### src/rtl/axil_wbc_bridge.sv
// AXI4-Lite slave to classic Wishbone master bridge. One transaction is in flight at a time, with fair read/write arbitration.
// Latency: the AXI handshake is in cycle 0, cyc/stb rise in cycle 1, and B/R valid rises the cycle after WB ack/err/timeout (a zero-strobe write skips the WB cycle).
// Backpressure: AXI readies are driven only in IDLE, B/R valid is held until bready/rready, and a stalled WB slave is aborted after TIMEOUT cycles.
// Ports: s_aw*/s_w*/s_b*/s_ar*/s_r* form the AXI4-Lite slave. wb_* is the classic WB master (wb_adr is a word address).
//        timeout_o pulses for one cycle on each timeout abort.
module axil_wbc_bridge #(
   parameter int AW        = 32,
   parameter int DW        = 32,
   parameter int ADDR_KEEP = 32,
   parameter int TIMEOUT   = 1024,
   parameter int TW        = 11
) (
   input  logic                       aclk,
   input  logic                       aresetn,
   input  logic [AW-1:0]              s_awaddr,
   input  logic                       s_awvalid,
   output logic                       s_awready,
   input  logic [DW-1:0]              s_wdata,
   input  logic [DW/8-1:0]            s_wstrb,
   input  logic                       s_wvalid,
   output logic                       s_wready,
   output logic [1:0]                 s_bresp,
   output logic                       s_bvalid,
   input  logic                       s_bready,
   input  logic [AW-1:0]              s_araddr,
   input  logic                       s_arvalid,
   output logic                       s_arready,
   output logic [DW-1:0]              s_rdata,
   output logic [1:0]                 s_rresp,
   output logic                       s_rvalid,
   input  logic                       s_rready,
   output logic                       wb_cyc,
   output logic                       wb_stb,
   output logic                       wb_we,
   output logic [AW-$clog2(DW/8)-1:0] wb_adr,
   output logic [DW-1:0]              wb_dat_o,
   output logic [DW/8-1:0]            wb_sel,
   input  logic [DW-1:0]              wb_dat_i,
   input  logic                       wb_ack,
   input  logic                       wb_err,
   output logic                       timeout_o
);

   localparam int SW  = DW/8;
   localparam int LSB = $clog2(SW);
   // Address bits at or above ADDR_KEEP are forced to zero before forwarding.
   localparam logic [AW-1:0] KEEP_MASK =
      (ADDR_KEEP >= AW) ? {AW{1'b1}} : AW'((64'd1 << ADDR_KEEP) - 64'd1);

   localparam logic [1:0] RESP_OKAY   = 2'b00;
   localparam logic [1:0] RESP_SLVERR = 2'b10;

   typedef enum logic [2:0] {IDLE, WB_WR, WB_RD, BRESP, RRESP} state_t;

   state_t        state;
   logic          last_wr;     // 1: the last grant was a write, 0: a read (reset value)
   logic [TW-1:0] tmo_cnt;

   logic          wr_pend;
   logic          rd_pend;
   logic          grant_wr;
   logic          grant_rd;
   logic [AW-1:0] aw_masked;
   logic [AW-1:0] ar_masked;
   logic          tmo_hit;
   logic          term;
   logic          term_ok;
   logic          unused_addr_lsbs;

   always_comb begin
      wr_pend  = s_awvalid & s_wvalid;
      rd_pend  = s_arvalid;
      grant_wr = 1'b0;
      grant_rd = 1'b0;
      // A contested grant goes to the type that did not win last time.
      if (aresetn && state == IDLE) begin
         if (wr_pend && (!rd_pend || !last_wr))
            grant_wr = 1'b1;
         else if (rd_pend)
            grant_rd = 1'b1;
      end
   end

   assign s_awready = grant_wr;
   assign s_wready  = grant_wr;
   assign s_arready = grant_rd;

   assign aw_masked = s_awaddr & KEEP_MASK;
   assign ar_masked = s_araddr & KEEP_MASK;
   assign unused_addr_lsbs = ^{aw_masked[LSB-1:0], ar_masked[LSB-1:0]};

   // The counter holds N-1 during the Nth cycle of cyc. Comparing it with TIMEOUT-1
   // keeps cyc high for exactly TIMEOUT cycles.
   assign tmo_hit = (TIMEOUT != 0) && (tmo_cnt == TW'(TIMEOUT - 1));
   assign term    = wb_err | wb_ack | tmo_hit;
   assign term_ok = wb_ack & ~wb_err;

   always_ff @(posedge aclk or negedge aresetn) begin
      if (!aresetn) begin
         state     <= IDLE;
         last_wr   <= 1'b0;
         tmo_cnt   <= '0;
         wb_cyc    <= 1'b0;
         wb_stb    <= 1'b0;
         wb_we     <= 1'b0;
         wb_adr    <= '0;
         wb_dat_o  <= '0;
         wb_sel    <= '0;
         s_bvalid  <= 1'b0;
         s_bresp   <= '0;
         s_rvalid  <= 1'b0;
         s_rresp   <= '0;
         s_rdata   <= '0;
         timeout_o <= 1'b0;
      end else begin
         timeout_o <= 1'b0;
         case (state)
            IDLE: begin
               if (grant_wr) begin
                  last_wr  <= 1'b1;
                  wb_adr   <= aw_masked[AW-1:LSB];
                  wb_dat_o <= s_wdata;
                  wb_sel   <= s_wstrb;
                  if (s_wstrb == '0) begin
                     // A write with no byte enables has no effect, so skip the bus cycle.
                     s_bresp  <= RESP_OKAY;
                     s_bvalid <= 1'b1;
                     state    <= BRESP;
                  end else begin
                     wb_cyc  <= 1'b1;
                     wb_stb  <= 1'b1;
                     wb_we   <= 1'b1;
                     tmo_cnt <= '0;
                     state   <= WB_WR;
                  end
               end else if (grant_rd) begin
                  last_wr <= 1'b0;
                  wb_adr  <= ar_masked[AW-1:LSB];
                  wb_sel  <= {SW{1'b1}};
                  wb_cyc  <= 1'b1;
                  wb_stb  <= 1'b1;
                  wb_we   <= 1'b0;
                  tmo_cnt <= '0;
                  state   <= WB_RD;
               end
            end
            WB_WR, WB_RD: begin
               tmo_cnt <= tmo_cnt + TW'(1);
               if (term) begin
                  wb_cyc <= 1'b0;
                  wb_stb <= 1'b0;
                  wb_we  <= 1'b0;
                  // Priority is err, then ack, then timeout. The pulse fires only for a pure timeout.
                  timeout_o <= ~wb_err & ~wb_ack;
                  if (state == WB_WR) begin
                     s_bresp  <= term_ok ? RESP_OKAY : RESP_SLVERR;
                     s_bvalid <= 1'b1;
                     state    <= BRESP;
                  end else begin
                     s_rresp  <= term_ok ? RESP_OKAY : RESP_SLVERR;
                     s_rdata  <= term_ok ? wb_dat_i : '0;
                     s_rvalid <= 1'b1;
                     state    <= RRESP;
                  end
               end
            end
            BRESP: begin
               if (s_bready) begin
                  s_bvalid <= 1'b0;
                  state    <= IDLE;
               end
            end
            RRESP: begin
               if (s_rready) begin
                  s_rvalid <= 1'b0;
                  state    <= IDLE;
               end
            end
            default: state <= IDLE;
         endcase
      end
   end

endmodule

### config.mk
export PLATFORM = sky130hd
export DESIGN_NAME = axil_wbc_bridge
export DESIGN_NICKNAME = d
export VERILOG_FILES = /design/src/rtl/axil_wbc_bridge.sv
export SDC_FILE = /design/constraint.sdc
export NUM_CORES = 1
export LEC_CHECK = 0
export ABC_CLOCK_PERIOD_IN_PS = 1800
export CAP_MARGIN = 20
export CORE_MARGIN = 2
export CORE_UTILIZATION = 37
export CTS_BUF_LIST = sky130_fd_sc_hd__clkbuf_16
export CTS_CLUSTER_SIZE = 40
export DETAILED_ROUTE_END_ITERATION = 7
export GPL_ROUTABILITY_DRIVEN = 0
export PLACE_DENSITY = 0.74
export SYNTH_ARGS = -nofsm -noshare
export SYNTH_HDL_FRONTEND = slang
export SYNTH_SLANG_ARGS = --single-unit
### constraint.sdc
create_clock -name aclk -period 1.8 [get_ports aclk]
set_input_delay 0.27 -clock aclk [delete_from_list [all_inputs] [get_ports aclk]]
set_output_delay 0.27 -clock aclk [all_outputs]
set_load 0.02 [all_outputs]
Word level (Yosys, flattened, before mapping):

Index checks and enable logic that the tools add are counted.
W data, S select, Z words.

* word-level logic and storage cells: 107
* register bits after elaboration: 122
* output and inout bits: 111
* bits of input ports: 141

* muxes and demuxes: 49
* reduce and logical (&&, ||, !) cells: 21
* bitwise operators: 8
* equal/unequal tests: 14
* add/subtract/negate cells: 1

Operators with widths (count)
* $mux W30: 2
* $mux W11: 3
* $mux W32: 1
* $mux W1: 22
* $pmux W11 S2: 1
* $mux W3: 6
* $mux W2: 6
* $ne A2 B2 Y1 const B: 6
* $pmux W3 S4: 1
* $reduce_and A4 Y1: 3
* $add A11 B1 Y11 const B: 1
* $eq A11 B10 Y1 const B: 1
* $mux W4: 2
* $eq A3 B2 Y1 const B: 2
* $ne A3 B3 Y1 const B: 2
* $pmux W1 S2: 3
* $reduce_and A3 Y1: 2
* $reduce_and A6 Y1: 1
* $reduce_bool A2 Y1: 3
* $reduce_and A5 Y1: 1
* $logic_not A4 Y1: 1
* $pmux W2 S2: 1
* $reduce_and A2 Y1: 2
* $and A1 B1 Y1: 3
* other kinds (12): 17

Depth between registers and ports, before layout:

Gate-level depths: netlist of run 1.

* depth in word-level cells: 8
* gate-level depth with buffers: 7

Worst setup path before layout of run 1:

Ideal clock, no wire load.

* path kind: register to register
* from: register tmo_cnt[0]
* to: register state[1]
* stages on the path, launching flop included: 6
* clock period less this slack: 1.853 ns
* library setup time: 0.125 ns
* path buffers: 0
* arrival time: 1.729 ns
* path slack: -0.053 ns
* cells stage by stage: dfrtp_1 ha_1 nand3_1 or3_1 a211oi_2 mux2_2

* longest elaborated chain between the ends: 4

Ends and longest elaborated chain
* start: declaration: RTL line 57 `logic [TW-1:0] tmo_cnt;`
* start signal: assignment: RTL line 148 `tmo_cnt <= tmo_cnt + TW'(1);`
* $eq A11 B10 Y1: RTL line 94 `assign tmo_hit = (TIMEOUT != 0) && (tmo_cnt == TW'(TIMEOUT - 1));`
* $or A1 B1 Y1: RTL line 95 `assign term = wb_err | wb_ack | tmo_hit;`
* $ne A2 B2 Y1 (no line)
* $reduce_and A4 Y1 (no line)
* end signal: assignment: RTL line 100 `state <= IDLE;`
* end signal: assignment: RTL line 128 `state <= BRESP;`
* end signal: assignment: RTL line 134 `state <= WB_WR;`
* end: declaration: RTL line 55 `state_t state;`

Every way passes these cells.
A chain may end at the register's enable or synchronous reset.

Worst setup path after layout of run 1:

* from: register state[0]
* to: output s_arready

* longest elaborated chain between the ends: 3

Ends and longest elaborated chain
* $logic_not A3 Y1: RTL line 76 `if (aresetn && state == IDLE) begin`
* $logic_and A1 B1 Y1: RTL line 76
* $mux W1: RTL line 76
* end: declaration: RTL line 27 `output logic s_arready,`

Every way passes these cells.

==> key figures, run 1 <==
Run status
  • Outcome: complete, but fails checks
  • Failing checks: setup timing

Power and ir drop
  • Power share of the combinational group: 0.474
  • Switch Pwr: 5.542 mW
  • Leakage Power: 4.013 nW
  • P_int: around 10 mW
  • Final Power: 15.28 mW
  • Part of the power in registers: 0.302
  • Switch share: 0.3628
  • Clock network power share: 0.224
  • P per Cell Area: 1669 nW/µm²
  • VDD IR max: 0.9962 mV

Routing
  • Via-per-instance ratio: around 5
  • Via count: 5075
  • DRT iter0 DRCs: 202
  • Final wirelength: 17070 µm
  • First-pass detailed-route iteration total: 4
  • Antenna Nets Post-Route: 0
  • Residual DRC: 0
  • WL/cell: 17.00 µm

Synth
  • Ys Warns: 0
  • Mux share of post-synthesis cell area: 0.006261
  • Post-Synth XOR/XNOR Area: 0.003130
  • Most used DFF post-synth: dfrtp_1
  • Simple-Gate Fraction of Synth Area: 0.2136
  • Post-synthesis register bit count: 120
  • Register area share after synthesis: 0.5779
  • Area share of fa/ha/maj cells after synthesis: 0.002408
  • Cell count after synthesis: 524
  • Synth async-reset ratio: 1.000
  • Main combinational cell family by area after synthesis: simple AND/OR/NAND/NOR gates
  • Synth Area in Compound Gates: 0.1519
  • Synth cell types: 53
  • Post-synth EDFFs: 0
  • Syn_area_per_cell: between 9 and 10 µm²
  • Synth Cell Area: about 5200 µm²

Placement
  • DP HPWL: between 10000 and 15000 µm
  • # port buffers: 245
  • Placement Cell Area: 7999 µm²

Worst setup path
  • CP Class: reg2out
  • Worst r2r src: state[1]
  • Worst path arrival time: 1.64 ns
  • Crit-path max FO: 2
  • CP startpoint: state[0]
  • CP startpoint kind: register
  • Worst path required time: 1.53 ns
  • Crit end category: output port

Global route
  • M3 GR Usage: 0.08690
  • First-pass GRT wire length: 24880 µm
  • Overflow left after global routing: 0
  • Vias in the first global route: 5042
  • Total track usage: 0.2167
  • GR Util met2: 0.3719
  • Antenna violations before repair: 0
  • GRT busiest layer: met2
  • Largest net degree at the start of global routing: 83
  • Met1 Use GR: 0.2429

STA
  • Crit path time final: 1.909 ns
  • Final Max Slew Viols: 0
  • Setup WS post-layout: -0.1086 ns
  • Fin. Hold Viols: 0
  • RSZ-0062 raised after global routing: yes
  • Tcrit/Tclk final: 1.060
  • Fmax: 523.9 MHz
  • Final Skew: 0.006249 ns
  • Final setup viols: 45
  • Fin Setup TNS: -2.158 ns

Floorplanning
  • Die area: approximately 15000 µm²
  • CORE AREA: 13770 µm²
  • Initial core utilization: 0.3773
  • Die width: 122.5 µm
  • Die Y: 122.5 µm
  • IO Pins: about 250
  • Row count: 43

Clocking
  • CTS Buffer Depth: 2
  • Cts hold-fix bufs: 0
  • Root Driver: clkbuf_16
  • Worst-Skew Late Latency: 0.41 ns
  • # H-tree levels: 4
  • Cts bufs inserted: 17
  • Clock transition at path regs: 0.05 ns
  • CTS tree: done
  • Clock Sinks: 120

Cells and area
  • Finished Cell Area: 9155 µm²
  • Ratio of cells with drive above 1 in the final layout: 0.1675
  • Layout area overhead: 76.19%
  • Most frequent cells in the layout: clkdlybuf4s50_1, nand2_1, dfrtp_1
  • Antenna cells: 0
  • Util after Layout: 0.6647
  • # nets final: 953
  • Most common cell after layout, fill and taps aside: clkdlybuf4s50_1

Flow run
  • MaxCap Viol Count: 0

Worst hold path
  • Min-Delay Path Class: in2async
[stage by stage]
stage | setup slack (ns) | instances | hold WS (ns)
final | -0.1086 | 1004 | 0.03134
after global routing | -0.1719 | 1004 | 0.06539
after CTS | -0.1391 | 986 | 0.05492
after detailed placement | -0.3916 | 948 | 0.4615
after global placement | -0.3243 | 948 | 0.4580
after floorplan | 0.004823 | 525 | -0.02559
[registers in the layout, summed over array words and instances, names as in the netlist]
name and cells:
s_rdata 32, wb_sel 4, state 3, s_bvalid 1, wb_dat_o 32, s_rresp 1, s_bresp 1, last_wr 1
wb_we 1, s_rvalid 1, wb_adr 30, timeout_o 1, tmo_cnt 11, wb_stb 1
[worst paths after layout]
path	endpoint	slack (ns)	cells past startpoint
setup reg to reg	wb_adr[21]	-0.10	7
setup / recovery	s_arready	-0.11	4
max in group asynchronous	s_rdata[30]	1.16	4
hold / removal	wb_adr[23]	0.03	3
hold reg to reg	wb_dat_o[20]	0.47	2
min in group aclk	wb_dat_o[31]	0.38	3
[layer usage]
layer / vias to the layer above / part of all wire
met5: - / 0
met4: 0 / 0.024
met3: 31 / 0.082
met2: 209 / 0.51
met1: 2453 / 0.39
li1: 2382 / -
[critical path, stage by stage, from the launching register on]
cell	delay, ns
dfrtp_1	0.41
nor4b_4	0.35
buf_4	0.18
and3_4	0.17
buf_6	0.12
[power groups by stage]
stage | Combinational [mW] | Sequential, mW | Clock, mW
detailed placement | 6.40 | 4.49 | 0
floorplan | 2.10 | 5.62 | 0
global route | 7.73 | 4.74 | 3.59
finish | 7.25 | 4.61 | 3.42
CTS | 6.65 | 4.49 | 3.47
global placement | 6.26 | 4.45 | 0
[cell usage after synthesis, types with 2 or more instances]
library cell / number / area [µm²]
and3_1: 5 / 31.28
a41oi_1: 2 / 17.52
nor2b_1: 2 / 12.51
nand4_1: 3 / 18.77
mux2_2: 2 / 22.52
a22o_1: 32 / 280.3
or3_1: 3 / 18.77
a311oi_1: 2 / 17.52
inv_1: 4 / 15.01
clkbuf_1: 6 / 22.52
dfrtp_1: 120 / 3003
buf_2: 23 / 115.1
a2bb2oi_1: 2 / 17.52
o21ai_0: 6 / 30.03
nor2_1: 40 / 150.1
nor3b_1: 2 / 15.01
buf_4: 5 / 37.54
and4_1: 2 / 17.52
o211ai_1: 2 / 15.01
a21oi_1: 7 / 35.03
nand3_2: 2 / 20.02
o22a_1: 4 / 35.03
nand3b_1: 5 / 37.54
a31oi_1: 40 / 250.2
nand3_1: 6 / 30.03
nand2_1: 168 / 630.6
buf_6: 3 / 33.78
[layout make-up]
cell class | count | area, µm²
inverter | 5 | 20.02
timing repair buffer | 304 | 3142
clock inverter | 15 | 167.7
clock buffer | 17 | 425.4
fill | 1022 | 4618
sequential | 120 | 3003
multi-input combinational | 363 | 2172
tap | 180 | 225.2
[timing repair]
action                                  in CTS  in global routing
endpoints found under the setup margin      51                 81
gates cloned                                 3                  5
pin swaps                                    6                 10
gates resized for setup                     22                 57
buffers inserted                             3                 14
[kinds of logic after synthesis]
logic type	after synthesis
compound gates	107
xor+xnor	1
fa+ha+maj	1
buf+inv	42
flops	120
mux	3
other cells	1
simple gates	249
Note: power is estimated with default switching activity, not from simulation.
==> inputs of run 2 (changes only) <==
--- a/config.mk
+++ b/config.mk
@@ -5,11 +5,11 @@
 export SDC_FILE = /design/constraint.sdc
 export NUM_CORES = 1
 export LEC_CHECK = 0
-export ABC_CLOCK_PERIOD_IN_PS = 1800
 export CAP_MARGIN = 20
-export CORE_MARGIN = 2
+export CORE_MARGIN = 3
 export CORE_UTILIZATION = 37
 export CTS_BUF_LIST = sky130_fd_sc_hd__clkbuf_16
+export CTS_CLUSTER_DIAMETER = 50
 export CTS_CLUSTER_SIZE = 40
 export DETAILED_ROUTE_END_ITERATION = 7
 export GPL_ROUTABILITY_DRIVEN = 0
==> run 2 against run 1 <==
Against the previous run: non-clock buffer count shrank 8; routed wire length shrank 4.6%; global-route usage shrank 0.26 points; clock skew grew 0.0032 ns; utilization shrank 0.43 points; flip-flop and latch count is the same; total power shrank 4.2%; via count shrank 1.2%; critical path depth grew 3; the flow still finishes with violations (setup timing).
==> key figures, run 2 (synthesized netlist as in run 1, its figures left out) <==
Run status
  • Outcome: complete, but fails checks
  • Failing checks: setup timing

STA
  • Final Max Slew Viols: 0
  • Tcrit/Tclk final: 1.019
  • Setup WS post-layout: -0.03412 ns
  • Worst-Margin Slew: 0.6303 ns
  • Crit path time final: 1.834 ns
  • Worst hold margin: 0.1013 ns
  • Final Skew: 0.009426 ns
  • Fin. Hold Viols: 0
  • Fmax: 545.2 MHz
  • Worst-case headroom to the max-slew limit: 0.5798
  • Final setup viols: 20
  • RSZ-0062 raised after global routing: yes

Worst setup path
  • Slowest stage delay, CP: 0.56 ns
  • CP Class: reg2reg
  • CP Depth: 7
  • Most Frequent Cell on Critical Path: buf_12
  • CP startpoint kind: register
  • Crit path max-delay family: simple AND/OR/NAND/NOR gates
  • R2r worst-path depth: 7
  • Crit-path max FO: 14
  • Worst path required time: approximately 2.1 ns
  • WP buf/inv: 3
  • CP max-delay cell: or4b_4
  • Worst path arrival time: 2.16 ns
  • Worst-path cell chain: or4b_4, buf_6, nor2_8, buf_12, buf_12, nor2_2, a31oi_1
  • Crit end category: register

Global route
  • Antenna violations before repair: 0
  • First-pass GRT wire length: 26650 µm
  • Total track usage: 0.2140
  • Overflow left after global routing: 0
  • Vias in the first global route: between 5000 and 6000
  • Largest net degree at the start of global routing: 118

Placement
  • DP HPWL: 11370 µm
  • DP Worst Slack: -0.4518 ns
  • Post-Place Cells: approximately 950
  • # port buffers: 245

Cells and area
  • # nets final: 945
  • Most frequent cells in the layout: clkdlybuf4s50_1, nand2_1, dfrtp_1
  • Most common cell after layout, fill and taps aside: clkdlybuf4s50_1
  • Top flop regs: s_rdata: 32 flops, wb_dat_o: 32 flops, wb_adr: 30 flops
  • # fillers: around 1000
  • Ratio of cells with drive above 1 in the final layout: 0.1458
  • Final Non-Filler Cells: slightly below 1000
  • Layout area overhead: 71.63%
  • Antenna cells: 0

Clocking
  • CTS Buffer Depth: 2
  • Clock transition at path regs: approximately 0.06 ns
  • Root Driver: clkbuf_16
  • Cts bufs inserted: 17
  • CTS tree: done
  • Worst-Skew Late Latency: between 0.4 and 0.5 ns
  • # H-tree levels: 4
  • Clock Sinks: 120

Routing
  • First-pass detailed-route iteration total: 4
  • Residual DRC: 0
  • Final wirelength: 16280 µm
  • Via-per-instance ratio: 5.054
  • DRT iter0 DRCs: 186
  • Antenna Nets Post-Route: 0
  • WL/cell: 16.41 µm
  • Via count: 5014

Flow run
  • MaxCap Viol Count: 0

Power and ir drop
  • P_int: 9.232 mW
  • VDD IR max: 0.9391 mV
  • Part of the power in registers: 0.311
  • Switch share: 0.3689
  • Switch Pwr: 5.396 mW
  • P per Cell Area: 1640 nW/µm²
  • Leakage Power: 3.903 nW
  • Clock network power share: 0.221
  • Power share of the combinational group: 0.469

Floorplanning
  • CORE AREA: 13510 µm²
  • IO Pins: 252
  • Die width: 124.5 µm
  • Die Y: 124.5 µm
  • Row count: 42
  • Initial core utilization: 0.3848
  • Die area: 15500 µm²

Worst hold path
  • Min-Delay Path Class: in2async
run 2: changes by cell type in the layout (fill, tap and decap cells not counted), sizes merged:
cell / delta
inv: -2
bufinv: -2
clkdlybuf4s50: +1
clkbuf: -4
clkinvlp: +4
dlygate4sd3: +1
dlymetal6s2s: -1
buf: -5
run 2: layout make-up:
class / instances / area, µm² / area share
Clock buffer: 17 / 425.4 / 0.04770
Timing Repair Buffer: 296 / 3008 / 0.3373
Sequential cell: 120 / 3004 / 0.3368
Clock inverter: 15 / 137.6 / 0.01543
Inverter: 5 / 20.02 / 0.002245
Tap cell: 176 / 220.2 / 0.02469
Multi-Input combinational cell: 363 / 2103 / 0.2358
run 2: per-layer routing:
metal | part of all wire | GRT usage | up-vias | wire [µm]
met5 | 0 | 0 | - | 0
met1 | 0.39 | 0.2425 | 2407 | 6362
met3 | 0.080 | 0.08662 | 34 | 1305
met2 | 0.50 | 0.3588 | 204 | 8164
li1 | - | - | 2369 | -
met4 | 0.028 | 0.08769 | 0 | 449
run 2: repair_timing:
item	in CTS	in global routing
cloned	4	0
hold buffers	1	0
setup endpoints to repair	44	85
resized for setup	46	18
endpoints found under the hold margin	3	0
pin swaps	8	9
setup buffers	8	2
run 2: through the flow:
| stage | instance area, µm² | power (mW) | utilization | setup TNS, ns |
|---|---|---|---|---|
| after CTS | 8877 | 14.66 | 0.6573 | -0.4413 |
| after detailed placement | 8014 | 10.93 | 0.5934 | -13.96 |
| after global placement | 8014 | 10.76 | 0.5934 | -10.08 |
| final | 8919 | 14.63 | 0.6604 | -0.3204 |
| after floorplan | 5213 | 7.717 | - | 0 |
| after global routing | 8919 | 15.49 | 0.6604 | -2.360 |
run 2: worst reg2reg max path, stage by stage (launching register included):
cell and delay (ns):
dfrtp_1 0.42, or4b_4 0.56, buf_6 0.14, nor2_8 0.15
buf_12 0.14, buf_12 0.13, nor2_2 0.04, a31oi_1 0.15
run 2: worst paths after layout:
| kind | startpoint | to | slack [ns] |
|---|---|---|---|
| hold / removal | aresetn | wb_stb | 0.10 |
| hold reg to reg | wb_dat_o[31] | wb_dat_o[31] | 0.47 |
| setup reg to reg | state[0] | wb_adr[28] | -0.03 |
| min in group aclk | s_wdata[10] | wb_dat_o[10] | 0.38 |
| max in group asynchronous | aresetn | s_rdata[26] | 1.21 |
| setup / recovery | state[0] | wb_adr[28] | -0.03 |
run 2: power groups by stage:
stage,clock (mW),combinational (mW),sequential (mW)
2_1_floorplan,0,2.10,5.62
3_3_place_gp,0,6.30,4.46
3_5_place_dp,0,6.41,4.52
4_1_cts,3.29,6.84,4.52
5_1_grt,3.43,7.37,4.69
6_report,3.23,6.86,4.54
==> inputs of run 3 (changes only) <==
==> constraint.sdc (replaced) <==
create_clock -name aclk -period 1.8 [get_ports aclk]
set_input_delay 0.27 -clock aclk [delete_from_list [all_inputs] [get_ports aclk]]
set_output_delay 0.27 -clock aclk [all_outputs]
set_load 0.005 [all_outputs]
==> run 3 against run 2 <==
Against the previous run: maximum frequency shrank 3.9%; the run still ends with setup timing left; critical path type is now reg2out; worst setup slack got worse by 0.075 ns; highest routed layer unchanged; clock skew shrank 0.0022 ns; flip-flop and latch count stayed put; total power shrank 5.0%; utilization increased by 1.4 points; sequential share of layout area shrank 0.73 points.
==> key figures, run 3 (synthesized netlist as in run 1, its figures left out) <==
Run status
  • Outcome: complete, but fails checks
  • Failing checks: setup timing

Worst hold path
  • Min-Delay Path Class: in2async

Cells and area
  • Final Non-Filler Cells: 1006
  • Most frequent cells in the layout: clkdlybuf4s50_1, nand2_1, dfrtp_1
  • Ratio of cells with drive above 1 in the final layout: 0.1482
  • # nets final: 959
  • Antenna cells: 0
  • Top flop regs: s_rdata: 32 flops, wb_dat_o: 32 flops, wb_adr: 30 flops
  • Most common cell after layout, fill and taps aside: clkdlybuf4s50_1
  • Layout area overhead: 75.37%

Power and ir drop
  • Final Power: between 10 and 15 mW
  • Switch share: 0.3162
  • Part of the power in registers: 0.327
  • Clock network power share: 0.258
  • VDD IR max: 0.8417 mV
  • P_int: 9.501 mW
  • Leakage Power: 4.019 nW
  • Switch Pwr: 4.394 mW
  • P per Cell Area: 1525 nW/µm²
  • Power share of the combinational group: 0.415

Floorplanning
  • Die width: 124.5 µm
  • Initial core utilization: 0.3848
  • Die area: 15500 µm²
  • IO Pins: roughly 250
  • Row count: 42
  • CORE AREA: 13510 µm²
  • Die Y: 124.5 µm

Global route
  • First-pass GRT wire length: around 27000 µm
  • Vias in the first global route: between 5000 and 6000
  • Overflow left after global routing: 0
  • Total track usage: 0.2171
  • Largest net degree at the start of global routing: 47
  • Antenna violations before repair: 0

Worst setup path
  • CP Class: reg2out
  • CP startpoint kind: register
  • Worst path arrival time: about 1.6 ns
  • Worst r2r src: state[0]
  • CP startpoint: state[0]
  • Crit end category: output port
  • Worst path required time: 1.53 ns
  • Crit-path max FO: 3

Clocking
  • Clock transition at path regs: 0.06 ns
  • CTS tree: done
  • Cts bufs inserted: 17
  • Worst-Skew Late Latency: 0.41 ns
  • Clock Sinks: 120
  • Root Driver: clkbuf_16
  • # H-tree levels: 4
  • CTS Buffer Depth: 2

Routing
  • Via count: 5147
  • DRT iter0 DRCs: 273
  • Final wirelength: 18000 µm
  • Via-per-instance ratio: 5.116
  • First-pass detailed-route iteration total: 4
  • Antenna Nets Post-Route: 0
  • Residual DRC: 0
  • WL/cell: 17.89 µm

STA
  • RSZ-0062 raised after global routing: yes
  • Final setup viols: 50
  • Setup WS post-layout: -0.1087 ns
  • Tcrit/Tclk final: 1.060
  • Worst hold margin: between 0.009 and 0.01 ns
  • Crit path time final: around 1.9 ns
  • Final Skew: 0.007268 ns
  • Worst-case headroom to the max-slew limit: 0.6046
  • Final Max Slew Viols: 0
  • Fmax: between 500 and 600 MHz
  • Worst-Margin Slew: 0.5931 ns
  • Fin. Hold Viols: 0

Flow run
  • MaxCap Viol Count: 0

Placement
  • # port buffers: 245
  • Post-Place Cells: 949
  • DP HPWL: 12400 µm
## run 3: worst max-delay path, cell delays in order, from the launching register on
cell and delay, ns:
dfrtp_1 0.42, nor4b_4 0.36, nand3_2 0.18, clkinv_4 0.09, buf_6 0.10, buf_6 0.08
## run 3: timing repair
| item | 4_1_cts | 5_1_grt |
|---|---|---|
| hold endpoints to repair | 1 | 0 |
| pin swaps | 4 | 52 |
| setup buffers | 4 | 12 |
| setup endpoints to repair | 8 | 78 |
| gates cloned | 0 | 8 |
| hold buffers | 1 | 0 |
| gates resized for setup | 21 | 25 |
## run 3: per-layer routing
metal | up-vias | global-route usage | routed length (µm)
met1 | 2489 | 0.2341 | 6740
met2 | 217 | 0.3766 | 9325
li1 | 2402 | - | -
met4 | 0 | 0.09800 | 588
met3 | 39 | 0.08362 | 1348
met5 | - | 0 | 0
## run 3: power groups by stage
stage / combinational [mW] / sequential, mW / clock, mW
global route: 6.23 / 4.68 / 3.76
CTS: 5.40 / 4.51 / 3.63
detailed placement: 5.29 / 4.53 / 0
global placement: 5.15 / 4.47 / 0
finish: 5.77 / 4.54 / 3.58
floorplan: 2.08 / 4.52 / 0
## run 3: path summary, 6_finish.rpt
path,depth (start not counted),slack (ns),end
max,5,-0.11,s_wready
min,2,0.01,wb_we
max reg2reg,9,-0.07,wb_adr[3]
min reg2reg,2,0.47,wb_dat_o[30]
max in group asynchronous,3,0.88,s_rdata[18]
min in group aclk,3,0.37,wb_dat_o[7]
## run 3: through the flow
step	worst slack (ns)	utilization	TNS, ns	area, µm²
floorplan	0.004823	-	0	5210
global placement	-0.3007	0.5949	-3.803	8034
detailed placement	-0.2934	0.5949	-4.853	8034
CTS	-0.09848	0.6464	-0.2009	8730
global route	-0.1921	0.6747	-8.047	9112
finish	-0.1087	0.6747	-1.524	9112
## run 3: cell type report
class                           instances  area, µm²
Fill cell                             975       4393
Timing Repair Buffer                  310       3173
Sequential cell                       120       3003
Multi-Input combinational cell        363       2066
Clock buffer                           17      425.4
Tap cell                              176      220.2
Clock inverter                         15      201.4
Inverter                                5      23.77
